### src/rtl/alu_pipe.sv
// alu_pipe: single-issue ALU with a valid/ready handshake on both sides.
// Most operations return one cycle after accept. MUL runs a shift-add
// multiplier over WIDTH cycles. While it runs, no new requests are taken.
module alu_pipe #(
   parameter int WIDTH = 8,
   parameter int BR_W  = 6
) (
   input  logic             CLK,
   input  logic             RST,
   input  logic             in_valid,
   output logic             in_ready,
   input  logic [3:0]       opcode,
   input  logic [WIDTH-1:0] A,
   input  logic [WIDTH-1:0] B,
   input  logic [BR_W-1:0]  branch_addr,
   output logic             out_valid,
   input  logic             out_ready,
   output logic [WIDTH-1:0] out,
   output logic             co_flag,
   output logic             eq_flag,
   output logic             branch_flag,
   output logic             br_taken
);

   localparam int CNT_W = (WIDTH > 1) ? $clog2(WIDTH) : 1;

   localparam logic [3:0] OP_NOP = 4'd0;
   localparam logic [3:0] OP_ADD = 4'd1;
   localparam logic [3:0] OP_SUB = 4'd2;
   localparam logic [3:0] OP_AND = 4'd3;
   localparam logic [3:0] OP_NOT = 4'd4;
   localparam logic [3:0] OP_OR  = 4'd5;
   localparam logic [3:0] OP_CMP = 4'd6;
   localparam logic [3:0] OP_BEQ = 4'd7;
   localparam logic [3:0] OP_XOR = 4'd8;
   localparam logic [3:0] OP_INC = 4'd9;
   localparam logic [3:0] OP_DEC = 4'd10;
   localparam logic [3:0] OP_ADC = 4'd11;
   localparam logic [3:0] OP_SHL = 4'd12;
   localparam logic [3:0] OP_SHR = 4'd13;
   localparam logic [3:0] OP_MUL = 4'd14;

   typedef enum logic [1:0] {
      IDLE,
      MUL_BUSY,
      MUL_DONE
   } state_t;

   state_t state;

   logic [WIDTH:0]     a_ext;
   logic [WIDTH:0]     b_ext;
   logic [WIDTH:0]     one_ext;
   logic [WIDTH:0]     carry_ext;
   logic [WIDTH:0]     wide;
   logic [WIDTH-1:0]   br_ext;
   logic [WIDTH-1:0]   alu_out;
   logic               alu_co;
   logic               alu_eq;
   logic               alu_br;
   logic               alu_tk;
   logic               alu_load;
   logic               accept;
   logic               out_free;

   logic [2*WIDTH-1:0] mul_acc;
   logic [2*WIDTH-1:0] mul_mcand;
   logic [WIDTH-1:0]   mul_mplier;
   logic [CNT_W-1:0]   mul_cnt;

   assign a_ext     = {1'b0, A};
   assign b_ext     = {1'b0, B};
   assign one_ext   = {{WIDTH{1'b0}}, 1'b1};
   assign carry_ext = {{WIDTH{1'b0}}, co_flag};
   assign out_free  = !out_valid || out_ready;
   assign in_ready  = (state == IDLE) && out_free;
   assign accept    = in_valid && in_ready;

   // Single-cycle ALU: computes the result and flags for every non-MUL opcode.
   // Arithmetic is WIDTH+1 bits wide, so the top bit is the carry or borrow.
   always_comb begin
      wide     = '0;
      br_ext   = '0;
      br_ext[BR_W-1:0] = branch_addr;
      alu_out  = '0;
      alu_co   = 1'b0;
      alu_eq   = 1'b0;
      alu_br   = 1'b0;
      alu_tk   = 1'b0;
      alu_load = 1'b1;
      case (opcode)
         OP_ADD: begin
            wide    = a_ext + b_ext;
            alu_out = wide[WIDTH-1:0];
            alu_co  = wide[WIDTH];
         end
         OP_SUB: begin
            wide    = a_ext - b_ext;
            alu_out = wide[WIDTH-1:0];
            alu_co  = wide[WIDTH];
         end
         OP_AND: alu_out = A & B;
         OP_NOT: alu_out = ~A;
         OP_OR:  alu_out = A | B;
         OP_CMP: begin
            alu_out[0] = (A == B);
            alu_eq     = (A == B);
         end
         OP_BEQ: begin
            alu_br  = 1'b1;
            alu_tk  = eq_flag;
            alu_out = eq_flag ? br_ext : '0;
         end
         OP_XOR: alu_out = A ^ B;
         OP_INC: begin
            wide    = a_ext + one_ext;
            alu_out = wide[WIDTH-1:0];
            alu_co  = wide[WIDTH];
         end
         OP_DEC: begin
            wide    = a_ext - one_ext;
            alu_out = wide[WIDTH-1:0];
            alu_co  = wide[WIDTH];
         end
         OP_ADC: begin
            wide    = a_ext + b_ext + carry_ext;
            alu_out = wide[WIDTH-1:0];
            alu_co  = wide[WIDTH];
         end
         OP_SHL: begin
            wide    = {A, 1'b0};
            alu_out = wide[WIDTH-1:0];
            alu_co  = wide[WIDTH];
         end
         OP_SHR: begin
            wide    = {A[0], 1'b0, A[WIDTH-1:1]};
            alu_out = wide[WIDTH-1:0];
            alu_co  = wide[WIDTH];
         end
         default: alu_load = 1'b0;
      endcase
   end

   // Control FSM, result register and multiplier datapath.
   // Reset overrides accept, consume and MUL completion.
   always_ff @(posedge CLK) begin
      if (RST) begin
         state       <= IDLE;
         out         <= '0;
         out_valid   <= 1'b0;
         co_flag     <= 1'b0;
         eq_flag     <= 1'b0;
         branch_flag <= 1'b0;
         br_taken    <= 1'b0;
         mul_acc     <= '0;
         mul_mcand   <= '0;
         mul_mplier  <= '0;
         mul_cnt     <= '0;
      end else begin
         if (out_valid && out_ready) begin
            out_valid <= 1'b0;
         end
         case (state)
            IDLE: begin
               if (accept) begin
                  if (opcode == OP_MUL) begin
                     mul_acc    <= '0;
                     mul_mcand  <= {{WIDTH{1'b0}}, A};
                     mul_mplier <= B;
                     mul_cnt    <= '0;
                     state      <= MUL_BUSY;
                  end else if (alu_load) begin
                     out         <= alu_out;
                     co_flag     <= alu_co;
                     eq_flag     <= alu_eq;
                     branch_flag <= alu_br;
                     br_taken    <= alu_tk;
                     out_valid   <= 1'b1;
                  end
               end
            end
            MUL_BUSY: begin
               if (mul_mplier[0]) begin
                  mul_acc <= mul_acc + mul_mcand;
               end
               mul_mcand  <= mul_mcand << 1;
               mul_mplier <= mul_mplier >> 1;
               mul_cnt    <= mul_cnt + 1'b1;
               if (mul_cnt == CNT_W'(WIDTH - 1)) begin
                  state <= MUL_DONE;
               end
            end
            MUL_DONE: begin
               if (out_free) begin
                  out         <= mul_acc[WIDTH-1:0];
                  co_flag     <= |mul_acc[2*WIDTH-1:WIDTH];
                  eq_flag     <= 1'b0;
                  branch_flag <= 1'b0;
                  br_taken    <= 1'b0;
                  out_valid   <= 1'b1;
                  state       <= IDLE;
               end
            end
            default: state <= IDLE;
         endcase
      end
   end

endmodule

### config.mk
export PLATFORM = sky130hd
export DESIGN_NAME = alu_pipe
export DESIGN_NICKNAME = d
export VERILOG_FILES = /design/src/rtl/alu_pipe.sv
export SDC_FILE = /design/constraint.sdc
export NUM_CORES = 1
export LEC_CHECK = 0
export CORE_ASPECT_RATIO = 1.25
export CORE_MARGIN = 3
export CORE_UTILIZATION = 35
export DETAILED_ROUTE_END_ITERATION = 10
export HOLD_SLACK_MARGIN = 0.1
export PLACE_DENSITY = 0.58
export REMOVE_ABC_BUFFERS = 1
export SYNTH_ARGS = -nofsm -noshare
export SYNTH_HDL_FRONTEND = slang
export SYNTH_SLANG_ARGS = --single-unit
### constraint.sdc
create_clock -name CLK -period 4.64 [get_ports CLK]
set_input_delay 0.928 -clock CLK [delete_from_list [all_inputs] [get_ports CLK]]
set_output_delay 0.928 -clock CLK [all_outputs]
set_load 0.05 [all_outputs]
==> flow_metrics.env <==
export IMPL_status="finished clean"
export IMPL_ys_ff_latch=58
export IMPL_vias=5605
export IMPL_syn_inst=700
export IMPL_multi_input_area_um2=3810
export IMPL_antenna_found_initial=0
export IMPL_skew_ns=0.00693
export IMPL_cts_resized_gates=0
export IMPL_diodes=0
export IMPL_grt_overflow=0
export IMPL_endpoint_kind="register"
export IMPL_max_freq_mhz=269
export IMPL_setup_viol=0
export IMPL_synthSimpleGateAreaFrac_pct=25.4
export IMPL_dieArea_um2=16600
export IMPL_crit_buf_inv=2
export IMPL_p_per_area_nw_per_um2=265
export IMPL_post_cts_repair_setup_buffers=0
export IMPL_maxSlewViolCount=0
export IMPL_wire_per_inst_um=21.2
export IMPL_drive_above_1_share_pct=8.19
export IMPL_synth_flop_cell="dfxtp_1"
export IMPL_grt_max_degree=58
export IMPL_hold_path_class="reg2reg"
export IMPL_worstPathMaxFanout=7
export IMPL_synthAdderAreaFrac_pct=11.8
export IMPL_grt_pass1_vias=5521
export IMPL_synth_edff_count=0
export IMPL_grt_util_all_layers_pct=23.6
export IMPL_async_flop_share_pct=0
export IMPL_critPathLaunchType="input pin"
export IMPL_nNetsFinal=807
export IMPL_synthesis_area_um2=5280
export IMPL_period_share_pct=80.1
export IMPL_hold_viol_final=0
export IMPL_slowest_delay_ns=0.56
export IMPL_cp_required_ns=4.80
export IMPL_synth_compound_area_share_pct=30.2
export IMPL_cts_root_buf="clkbuf_16"
export IMPL_rows=49
export IMPL_num_io_pins=44
export IMPL_synth_top_family_by_area="compound AO/OA/AOI/OAI gates"
export IMPL_fillers=1526
export IMPL_via_per_inst=6.15
export IMPL_timing_critical_path_cells="clkdlybuf4s50_1 -> ha_1 -> inv_1 -> fa_1 -> xnor2_1 -> xor2_1 -> a22o_1 -> nor3_1 -> a2bb2oi_1 -> a211oi_1"
export IMPL_cp_arrival_ns=3.88
export IMPL_wirelength_um=19300
export IMPL_synth_mux_area_fraction_pct=1.23
export IMPL_regArea_um2=1160
export IMPL_slew_headroom_pct=29.0
export IMPL_critPathSlowestCell="xnor2_1"
export IMPL_power_mw=1.64
export IMPL_dr_pass1_iters=4
export IMPL_cts_tree="built"
export IMPL_ys_seq_area_share_pct=22.0
export IMPL_grt_pass1_wl_um=30400
export IMPL_drtAntennaViolNets=0
export IMPL_layout_commonest_cell="nand2_1"
export IMPL_peakVddDrop_uv=170
export IMPL_clk_latency_ns=0.34
export IMPL_rsz0062_at_grt="false"
export IMPL_worst_pin_slew_ns=1.07
export IMPL_drt_initial_drc_count=486
export IMPL_cts_htree_levels=3
export IMPL_area_growth_pct=17.5
export IMPL_numCtsBuffers=9
export IMPL_hpwlAfterDp_um=14900
export IMPL_synthXorXnorAreaFrac_pct=3.58
export IMPL_syn_avg_cell_area_um2=7.54
export IMPL_die_w_um=116
export IMPL_power_leakage_nw=2.42
export IMPL_start_util_pct=36.2
export IMPL_final_cell_mix="nand2_1 (79), nor2_1 (76), dfxtp_1 (58), ha_1 (45), a21oi_1 (44)"
export IMPL_ys_types=83
export IMPL_clock_path_buffers=2
export IMPL_clock_sinks=58
export IMPL_crit_type="in2reg"
export IMPL_period_needed_ns=3.72
export IMPL_die_h_um=143
export IMPL_maxCapViolations=0
export IMPL_ys_warn_count=0
export IMPL_coreArea_um2=14600
export IMPL_drc_errors=0
export IMPL_gp_congestion=0.973
export IMPL_hold_buffers=0
export IMPL_path_delay_family="adder cells"
export IMPL_port_buffer_count=43
export IMPL_clk_pin_slew_ns=0.05
export IMPL_setup_tns_ns=0
[final timing paths]
| check | cells past startpoint | slack (ns) | end | start |
|---|---|---|---|---|
| worst min register to register | 2 | 0.47 | br_taken | br_taken |
| worst min-delay path | 2 | 0.47 | br_taken | br_taken |
| worst max-delay path | 10 | 0.92 | out[2] | B[0] |
| worst max register to register | 7 | 1.71 | co_flag | state[0] |
[flip-flops by register name, indices dropped and copies added, names as in the netlist]
| name | count |
|---|---|
| mul_acc | 16 |
| mul_mcand | 16 |
| mul_mplier | 8 |
| out | 8 |
| mul_cnt | 3 |
| state | 2 |
| br_taken | 1 |
| branch_flag | 1 |
| co_flag | 1 |
| eq_flag | 1 |
| out_valid | 1 |
[worst reg2reg max path, delay by kind of cell, from the launching register on]
kind	cells	cell delay, ns
AO/OA/AOI/OAI	3	1.19
flip-flops	1	0.78
AND/OR/NAND/NOR	3	0.69
buffers and inverters	1	0.21
[final cells by class]
class / instances / share of cell area, %
Inverter: 30 / 1.82
Multi-Input combinational cell: 566 / 61.5
Clock buffer: 9 / 3.63
Timing Repair Buffer: 64 / 9.41
Sequential cell: 58 / 18.7
Tap cell: 178 / 3.59
Clock inverter: 6 / 1.33
[synth_stat cells (3+ instances only)]
library cell / count / area [um^2]
a211oi_1: 7 / 52.6
buf_2: 5 / 25.0
dfxtp_1: 58 / 1160
or4_1: 4 / 30.0
nand2_1: 79 / 297
or3_1: 5 / 31.3
nor2b_1: 11 / 68.8
nand4b_1: 3 / 26.3
nor3b_1: 4 / 30.0
and3_1: 3 / 18.8
nand3_1: 26 / 130
o211ai_1: 6 / 45.0
a311oi_1: 16 / 140
a311o_1: 3 / 30.0
nand2b_1: 11 / 68.8
a221oi_1: 7 / 61.3
xor2_1: 6 / 52.6
a21o_1: 8 / 60.1
nor3_1: 21 / 105
o221ai_1: 5 / 43.8
o21a_1: 4 / 30.0
a32oi_1: 6 / 52.6
o22ai_1: 4 / 25.0
o311ai_0: 3 / 26.3
or2_2: 4 / 25.0
a31oi_1: 10 / 62.6
mux2_2: 4 / 45.0
nor4_1: 8 / 50.1
nor2_1: 76 / 285
o21bai_1: 3 / 22.5
xnor2_1: 13 / 114
a21oi_1: 44 / 220
o21ai_0: 23 / 115
buf_1: 3 / 11.3
a22o_1: 3 / 26.3
nand4_1: 5 / 31.3
ha_1: 45 / 563
a221o_1: 5 / 50.1
a2bb2oi_1: 9 / 78.8
clkbuf_1: 36 / 135
fa_1: 3 / 60.1
o2bb2ai_1: 3 / 26.3
a22oi_1: 19 / 143
inv_1: 30 / 113
o2111ai_1: 3 / 26.3
[per-stage QoR]
step,instance area (um^2),std cells,util (%),hold slack (ns),setup slack (ns)
2_1_floorplan,5080,654,-,0.430,1.44
3_3_place_gp,5890,896,40.4,0.445,0.667
3_5_place_dp,5890,896,40.4,0.462,0.610
4_1_cts,6200,911,42.5,0.470,0.958
5_1_grt,6200,911,42.5,0.495,0.709
6_report,6200,911,42.5,0.468,0.924
[metal layers]
layer / vias up / global-route usage (%) / routed length (um) / share of wire (%)
li1: 2672 / - / - / -
met1: 2677 / 27.7 / 7810 / 40
met2: 200 / 40.4 / 9560 / 50
met3: 56 / 3.56 / 896 / 4.6
met4: 0 / 13.9 / 1010 / 5.3
met5: - / 0 / 0 / 0
[report_power, final]
group,total [mW],leakage (nW),switching (mW),internal [mW]
sequential,0.524,0.470,0.0121,0.512
combinational,0.417,1.80,0.256,0.161
clock,0.700,0.151,0.236,0.463
total,1.64,2.42,0.504,1.14
[kinds of logic after synthesis]
| family | after synthesis |
|---|---|
| AO/OA/AOI/OAI | 217 |
| XOR/XNOR | 20 |
| adder cells (fa/ha/maj) | 48 |
| buffers and inverters | 76 |
| flip-flops | 58 |
| multiplexers | 6 |
| AND/OR/NAND/NOR | 275 |
(Power assumes the default switching activity.)
